==> config.mk <==
export PLATFORM = sky130hd
export DESIGN_NAME = seg7_scan_controller
export DESIGN_NICKNAME = d
export VERILOG_FILES = /design/src/rtl/seg7_scan_controller.sv
export SDC_FILE = /design/constraint.sdc
export NUM_CORES = 1
export LEC_CHECK = 0
export ABC_AREA = 1
export BUFFER_PORTS_ARGS = -buffer_cell sky130_fd_sc_hd__buf_2
export CORE_ASPECT_RATIO = 0.7
export CORE_MARGIN = 5
export CORE_UTILIZATION = 60
export CTS_BUF_LIST = sky130_fd_sc_hd__clkbuf_8
export DETAILED_ROUTE_END_ITERATION = 12
export PLACE_DENSITY = 0.82
export RECOVER_POWER = 25
export SLEW_MARGIN = 15
export SYNTH_ARGS = -nofsm -noshare
export SYNTH_HDL_FRONTEND = slang
export SYNTH_SLANG_ARGS = --single-unit
==> constraint.sdc <==
create_clock -name clk -period 2.7 [get_ports clk]
set_input_delay 0.405 -clock clk [delete_from_list [all_inputs] [get_ports clk]]
set_output_delay 0.405 -clock clk [all_outputs]
set_load 0.005 [all_outputs]
==> src/rtl/seg7_scan_controller.sv <==
// rtl/seg7_scan_controller.sv - multiplexed 7-segment scan controller with PWM brightness
//
// Purpose: time-multiplexes NUM_DIGITS digits onto a shared segment bus. Each
// digit slot is BLANK (anti-ghosting gap), LIT (length set by brightness), then
// DARK. New patterns arrive through a valid/ready handshake into a pending
// buffer and are promoted to the displayed buffer only at a frame boundary.
//
// Ports:
//   clk, reset_n      clock, asynchronous active-low reset
//   enable            scan enable; low forces dark outputs and restarts at digit 0
//   brightness        lit duty level, sampled during slot cycle 0
//   load_valid/ready  pattern handshake; ready means the pending buffer is free
//   load_digits       byte i = digit i, {a,b,c,d,e,f,g,dp}
//   seg, dp           segment outputs, active high
//   digit_sel         one-hot digit select, all zero when dark
//   frame_done        pulse in the last cycle of the last slot
module seg7_scan_controller #(
  parameter int NUM_DIGITS   = 4,
  parameter int DIGIT_CYCLES = 256,
  parameter int BLANK_CYCLES = 16,
  parameter int BR_W         = 4
) (
  input  logic                    clk,
  input  logic                    reset_n,
  input  logic                    enable,
  input  logic [BR_W-1:0]         brightness,
  input  logic                    load_valid,
  output logic                    load_ready,
  input  logic [8*NUM_DIGITS-1:0] load_digits,
  output logic [6:0]              seg,
  output logic                    dp,
  output logic [NUM_DIGITS-1:0]   digit_sel,
  output logic                    frame_done
);

  localparam int STEP = (DIGIT_CYCLES - BLANK_CYCLES) / ((1 << BR_W) - 1);
  localparam int CW   = $clog2(DIGIT_CYCLES);
  localparam int IW   = $clog2(NUM_DIGITS);

  localparam logic [CW:0]   BLANK_W  = (CW+1)'(BLANK_CYCLES);
  localparam logic [CW:0]   STEP_W   = (CW+1)'(STEP);
  localparam logic [CW:0]   ONE_W    = (CW+1)'(1);
  localparam logic [CW-1:0] LAST_CNT = CW'(DIGIT_CYCLES - 1);
  localparam logic [IW-1:0] LAST_IDX = IW'(NUM_DIGITS - 1);
  localparam logic [IW-1:0] ONE_IDX  = IW'(1);

  typedef enum logic [1:0] {IDLE, BLANK, LIT, DARK} state_t;

  state_t                  state, state_nx;
  logic [CW-1:0]           cnt, cnt_nx;
  logic [IW-1:0]           idx, idx_nx;
  logic [BR_W-1:0]         bright, bright_use;
  logic [CW:0]             cnt_p1, lit_end;

  logic [8*NUM_DIGITS-1:0] active, pend_buf;
  logic                    pending, xfer, swap;

  logic [6:0]              seg_nx;
  logic                    dp_nx;
  logic [NUM_DIGITS-1:0]   sel_nx;
  logic                    fd_nx;

  // State register; brightness is latched at the end of slot cycle 0.
  always_ff @(posedge clk or negedge reset_n) begin
    if (!reset_n) begin
      state  <= IDLE;
      cnt    <= '0;
      idx    <= '0;
      bright <= '0;
    end else begin
      state <= state_nx;
      cnt   <= cnt_nx;
      idx   <= idx_nx;
      if (state == BLANK && cnt == '0)
        bright <= brightness;
    end
  end

  // Next state. During slot cycle 0 the latch has not captured yet, so the
  // live input is used (matters only when BLANK_CYCLES is 1).
  always_comb begin
    bright_use = (state == BLANK && cnt == '0) ? brightness : bright;
    cnt_p1     = {1'b0, cnt} + ONE_W;
    lit_end    = BLANK_W + (CW+1)'(bright_use) * STEP_W;
    state_nx   = state;
    cnt_nx     = cnt;
    idx_nx     = idx;
    if (!enable) begin
      state_nx = IDLE;
      cnt_nx   = '0;
      idx_nx   = '0;
    end else if (state == IDLE) begin
      state_nx = BLANK;
      cnt_nx   = '0;
      idx_nx   = '0;
    end else if (cnt == LAST_CNT) begin
      state_nx = BLANK;
      cnt_nx   = '0;
      idx_nx   = (idx == LAST_IDX) ? '0 : idx + ONE_IDX;
    end else begin
      cnt_nx = cnt_p1[CW-1:0];
      // At full brightness lit_end equals DIGIT_CYCLES, so DARK never occurs.
      if (cnt_p1 < BLANK_W)
        state_nx = BLANK;
      else if (cnt_p1 < lit_end)
        state_nx = LIT;
      else
        state_nx = DARK;
    end
  end

  // Output decode from the next state, so registered outputs line up with it.
  always_comb begin
    seg_nx = '0;
    dp_nx  = 1'b0;
    sel_nx = '0;
    fd_nx  = (state_nx != IDLE) && (idx_nx == LAST_IDX) && (cnt_nx == LAST_CNT);
    if (state_nx == LIT) begin
      sel_nx          = {{(NUM_DIGITS-1){1'b0}}, 1'b1} << idx_nx;
      {seg_nx, dp_nx} = active[{idx_nx, 3'b000} +: 8];
    end
  end

  always_ff @(posedge clk or negedge reset_n) begin
    if (!reset_n) begin
      seg        <= '0;
      dp         <= 1'b0;
      digit_sel  <= '0;
      frame_done <= 1'b0;
    end else begin
      seg        <= seg_nx;
      dp         <= dp_nx;
      digit_sel  <= sel_nx;
      frame_done <= fd_nx;
    end
  end

  // Pending/active buffers. Swap requires pending already set, so a transfer
  // landing on the frame-end edge waits for the following frame end.
  assign xfer       = load_valid && !pending;
  assign swap       = pending && (frame_done || state == IDLE);
  assign load_ready = ~pending;

  always_ff @(posedge clk or negedge reset_n) begin
    if (!reset_n) begin
      active   <= '0;
      pend_buf <= '0;
      pending  <= 1'b0;
    end else if (swap) begin
      active  <= pend_buf;
      pending <= 1'b0;
    end else if (xfer) begin
      pend_buf <= load_digits;
      pending  <= 1'b1;
    end
  end

endmodule
# Word-level counts from Yosys, hierarchy flattened

Index checks and enable logic that the tools add are counted.

Output and inout port bits: 14
Input port bits: 40
Register bits after elaboration: 94
Logic and storage cells: 56

Bitwise logic cells: 2
Multiplexer cells: 18
Equality and inequality tests: 6
Shifts and indexed selects: 2
$add $sub $neg: 3
Order comparisons: 2
Reductions and logical operators: 12

Operators with widths:

| operator                                                              | number |
|---|---|
| 32-bit by 6-bit variable part select with 8-bit output                | 1 |
| 8-bit 2-to-1 mux                                                      | 3 |
| 8-bit equality test, second input constant                            | 2 |
| 2-bit 2-to-1 mux                                                      | 8 |
| 5-bit by 8-bit adder with 9-bit output, first input constant          | 1 |
| 8-bit by 1-bit adder with 9-bit output, second input constant         | 1 |
| 9-bit by 5-bit < comparator with 1-bit output, second input constant  | 1 |
| 9-bit < comparator                                                    | 1 |
| 8-bit logical NOT                                                     | 1 |
| 4-bit 2-to-1 mux                                                      | 2 |
| 7-bit 2-to-1 mux                                                      | 1 |
| 2-bit equality test, second input constant                            | 3 |
| 1-bit logical AND                                                     | 5 |
| 1-bit 2-to-1 mux                                                      | 4 |
| 2-bit nonzero test                                                    | 2 |
| 1-bit by 2-bit left shift with 4-bit output, first input constant     | 1 |
| 2-bit by 1-bit adder with 2-bit output, second input constant         | 1 |
| 2-bit by 1-bit equality test with 1-bit output, second input constant | 1 |
| 2-bit logical NOT                                                     | 1 |
| 1-bit inverter                                                        | 2 |
| 2-bit AND reduction                                                   | 1 |
| 1-bit logical NOT                                                     | 1 |
| 1-bit logical OR                                                      | 1 |

# Depth between registers and ports, before layout

Depth after elaboration: 13
Gate-level depth with buffers: 17

# Least setup slack after synthesis

OpenSTA, ideal clock, no wires.

Path type: register to register
Start point: register cnt[0]
End point: register digit_sel[0]
Data arrival time: 2,442 ps
Path slack: 190 ps
Stages on the path, launching flop included: 17
Clock period less this slack: 2,510 ps
Path through: dfrtp_1 -> inv_1 -> ha_1 -> nand2_1 -> nor2_1 -> nand2_1 -> o21ai_0 -> inv_1 -> ha_1 -> xor2_1 -> ha_1 -> a21oi_1 -> o21ai_0 -> a21oi_2 -> nand3_2 -> buf_6 -> nor2_2

Word-level cells in the longest chain between the ends: 12
Elaborated cells between the ends (all ways): 19
Those cells by class: add/sub (2); order compare (2); eq/ne (2); shift (1); mux (10); reduce/logical (2)

Ends and longest elaborated chain:

| item                                   | RTL line | text |
|---|---|---|
| start, declared                        | 50       | `logic [CW-1:0] cnt, cnt_nx;` |
| start signal, assigned                 | 72       | `cnt <= cnt_nx;` |
| 8-bit logical NOT                      | 82       | `bright_use = (state == BLANK && cnt == '0) ? brightness : bright;` |
| 1-bit logical AND                      | 82       |  |
| 4-bit 2-to-1 mux                       | 82       |  |
| net bright_use[1]                      | 52       | `logic [BR_W-1:0] bright, bright_use;` |
| 5-bit by 8-bit adder with 9-bit output | 84       | `lit_end = BLANK_W + (CW+1)'(bright_use) * STEP_W;` |
| 9-bit < comparator                     | 105      | `else if (cnt_p1 < lit_end)` |
| 1-bit 2-to-1 mux                       | 105      |  |
| 2-bit 2-to-1 mux                       | 103      | `if (cnt_p1 < BLANK_W)` |
| 2-bit 2-to-1 mux                       | 96       | `end else if (cnt == LAST_CNT) begin` |
| 2-bit 2-to-1 mux                       | 92       | `end else if (state == IDLE) begin` |
| 2-bit 2-to-1 mux                       | 88       | `if (!enable) begin` |
| 2-bit equality test                    | 118      | `if (state_nx == LIT) begin` |
| 4-bit 2-to-1 mux                       | 118      |  |
| net sel_nx[0]                          | 60       | `logic [NUM_DIGITS-1:0] sel_nx;` |
| end signal, assigned                   | 133      | `digit_sel <= sel_nx;` |
| end, declared                          | 32       | `output logic [NUM_DIGITS-1:0] digit_sel,` |

The timed path passes the listed nets, and every way through them passes these cells.
A chain may end at the register's enable or synchronous reset.

# Worst setup path in the final report

Start point: register cnt[0]
End point: register seg[0]

Word-level cells in the longest chain between the ends: 12
Elaborated cells between the ends (all ways): 19
Those cells by class: add/sub (2); order compare (2); eq/ne (2); shift (1); mux (10); reduce/logical (2)

Ends and longest elaborated chain:

| item                                   | RTL line | text |
|---|---|---|
| 8-bit logical NOT                      | 82       |  |
| 1-bit logical AND                      | 82       |  |
| 4-bit 2-to-1 mux                       | 82       |  |
| net bright_use[0]                      | 52       |  |
| 5-bit by 8-bit adder with 9-bit output | 84       |  |
| 9-bit < comparator                     | 105      |  |
| 1-bit 2-to-1 mux                       | 105      |  |
| 2-bit 2-to-1 mux                       | 103      |  |
| 2-bit 2-to-1 mux                       | 96       |  |
| 2-bit 2-to-1 mux                       | 92       |  |
| 2-bit 2-to-1 mux                       | 88       |  |
| 2-bit equality test                    | 118      |  |
| 7-bit 2-to-1 mux                       | 118      |  |
| net seg_nx[0]                          | 58       | `logic [6:0] seg_nx;` |
| end signal, assigned                   | 131      | `seg <= seg_nx;` |
| end, declared                          | 30       | `output logic [6:0] seg,` |

The timed path passes the listed nets, and every way through them passes these cells.

==> impl_metrics.env <==
export IMPL_status="finished, violations left"
export IMPL_violations="max-capacitance violations, max-slew violations, negative setup slack"
export IMPL_reg2reg_from="cnt[0]"
export IMPL_ys_warn_count=0
export IMPL_placed_cells=599
export IMPL_cts_buffers=9
export IMPL_diodes=0
export IMPL_fin_cells=616
export IMPL_finalCritPeriodShare_pct=100
export IMPL_critical_path_cell_chain="inv_2 -> ha_4 -> nand2_1 -> nor2_2 -> buf_4 -> nand3_1 -> nand2_4 -> ha_4 -> nand3_1 -> ha_1 -> a21oi_1 -> o21ai_1 -> a21oi_2 -> nand3_2 -> buf_12 -> nor2_2"
export IMPL_worstSetupPathType="flop to flop"
export IMPL_grt_pass1_vias=3086
export IMPL_start_kind="flop"
export IMPL_final_layout_size_suffix_gt1_share_pct=27.6
export IMPL_grt_max_degree=44
export IMPL_grt_pass1_wl_mm=14.5
export IMPL_syn_avg_cell_area_um2=9.20
export IMPL_final_nets=565
export IMPL_power_density_mw_per_mm2=825
export IMPL_ant_nets=0
export IMPL_fin_setup_tns_ps=-3.79
export IMPL_cap_violations=1
export IMPL_cp_required_ps=2990
export IMPL_hpwl_mm=6.16
export IMPL_cts_root_buf="clkbuf_8"
export IMPL_hold_start="load_digits[24]"
export IMPL_die_w_um=110
export IMPL_slowest_stage="dfrtp_1"
export IMPL_yosysSeqAreaShare_pct=55.8
export IMPL_path_max_fanout=12
export IMPL_place_congestion=0.880
export IMPL_max_freq_mhz=370
export IMPL_grt_usage_pct=21.3
export IMPL_dr_pass1_iters=5
export IMPL_clk_pin_slew_ps=90
export IMPL_clock_sinks=94
export IMPL_grt_overflow_total=0
export IMPL_synth_seq_cells=94
export IMPL_crit_path_end_kind="flop"
export IMPL_hold_path_class="input pin to flop"
export IMPL_wl_mm=8.58
export IMPL_max_stage_delay_ps=420
export IMPL_crit_path_start="cnt[0]"
export IMPL_slew_headroom_pct=-40.3
export IMPL_route_detailed_drc=0
export IMPL_cts_tree="built"
export IMPL_ir_drop_v=0.000587
export IMPL_final_hold_viol_count=0
export IMPL_ctsLongestPathBuffers=2
export IMPL_rsz0062_at_grt="yes"
export IMPL_path_buf_inv=3
export IMPL_timing_final_max_slew_violations=38
export IMPL_portBuffers=53
export IMPL_dieHeight_um=80.1
export IMPL_synthesis_nets=506
export IMPL_synth_cells=458
export IMPL_dieArea_mm2=0.00883
export IMPL_final_cell_mix="nand2_1, dfrtp_1, buf_2"
export IMPL_dp_worst_setup_slack_ps=-41.2
export IMPL_clk_insertion_delay_late_ps=360
export IMPL_via_per_inst=5.15
export IMPL_drt_iter0_drc=324
export IMPL_synth_cell_types=28
export IMPL_cp_arrival_ps=2990
export IMPL_worst_pin_slew_ps=2100
export IMPL_crit_family="simple AND/OR/NAND/NOR gates"
export IMPL_antenna_found_initial=0
export IMPL_hold_slack_ps=269
export IMPL_final_common_cell="nand2_1"
export IMPL_htree_levels=3
export IMPL_synth_area_mm2=0.00421
export IMPL_area_delta_synth_final_pct=15.4
export IMPL_core_mm2=0.00679
export IMPL_fin_skew_ps=7.47
export IMPL_power_leakage_uw=0.00261
export IMPL_ctsHoldBuffers=0
export IMPL_finalSetupViolations=1
export IMPL_final_setup_worst_slack_ps=-3.79
export IMPL_start_util_pct=62.1
export IMPL_wl_per_cell_um=13.9
export IMPL_min_period_ps=2700
export IMPL_pin_count=54
export IMPL_via_count=3170
export IMPL_std_cell_rows=25
-- worst paths after layout --
kind	to	slack, ps	depth (start not counted)
min in group asynchronous	pend_buf[10]	650	1
worst max register to register	seg[0]	-4	16
worst min register to register	active[20]	480	2
max in group asynchronous	pend_buf[23]	810	2
worst max-delay path	seg[0]	-4	16
worst min-delay path	pend_buf[24]	270	2
-- cell families (layout without fill, tap and decap cells) --
logic type,count (synthesis),count (layout),share of synthesized area [%]
flops,94,94,55.8
compound gates,32,32,3.89
simple gates,243,243,25.8
mux,21,21,5.61
fa+ha+maj,8,8,2.38
xor+xnor,4,4,0.832
buf+inv,56,120,5.64
-- power by group --
group          switching (µW)  total [µW]  internal, µW  leakage (µW)
Combinational             575        1020           443       0.00136
Sequential                252        2150          1900       0.00116
Clock                     482         846           364     0.0000889
Total                    1310        4010          2700       0.00261
-- sequential cells by signal, indices dropped and copies added (netlist names) --
signal      count
bright          4
frame_done      1
idx             2
pend_buf       32
cnt             8
active         32
pending         1
digit_sel       4
dp              1
state           2
seg             7
-- cell usage after synthesis --
cell type	n	area share (%)
xor2_1	3	0.62
nand4_1	2	0.30
nor2_8	1	0.48
nand2_1	140	12
o21ai_1	2	0.24
nand2_4	2	0.53
nand2_2	3	0.45
clkbuf_1	8	0.71
nand3_4	2	0.83
a21oi_1	14	1.7
xnor2_1	1	0.21
nor2_4	3	0.80
ha_1	8	2.4
nand3_1	26	3.1
buf_2	4	0.48
nor2_2	13	1.9
inv_1	38	3.4
nand3_2	1	0.24
nor2_1	44	3.9
mux2_2	21	5.6
dfrtp_1	94	56
nor3_1	4	0.48
or2_2	1	0.15
a21oi_2	1	0.21
buf_6	3	0.80
inv_2	3	0.27
o21ai_0	15	1.8
nand3b_1	1	0.18
-- through the flow --
step / util [%] / cell area [µm²] / total power (µW)
after floorplan: - / 4210 / 2840
after global placement: 67.9 / 4610 / 3100
after detailed placement: 67.9 / 4610 / 3170
after CTS: 70.7 / 4800 / 4020
after global routing: 71.7 / 4860 / 4320
final: 71.7 / 4860 / 4010
-- area by class of cell --
type,instances,area [µm²]
clock buffers,10,138
repair buffers,63,364
inverters,41,154
well taps,94,118
flip-flops and latches,94,2350
fillers,526,1920
multi-input cells,308,1690
clock inverters,6,46.3
-- what timing repair did --
action | in CTS | in global routing
resized for setup | 3 | 16
setup endpoints to repair | 12 | 13
pin swaps | 0 | 7
buffers inserted | 0 | 1
-- per-layer routing --
metal | vias up | GRT usage, % | routed length [µm]
met4 | 0 | 6.03 | 98
met3 | 13 | 4.98 | 520
met5 | - | 0 | 0
met2 | 93 | 32.0 | 3980
li1 | 1547 | - | -
met1 | 1517 | 31.2 | 3980
Note: power is estimated with default switching activity, not from simulation.
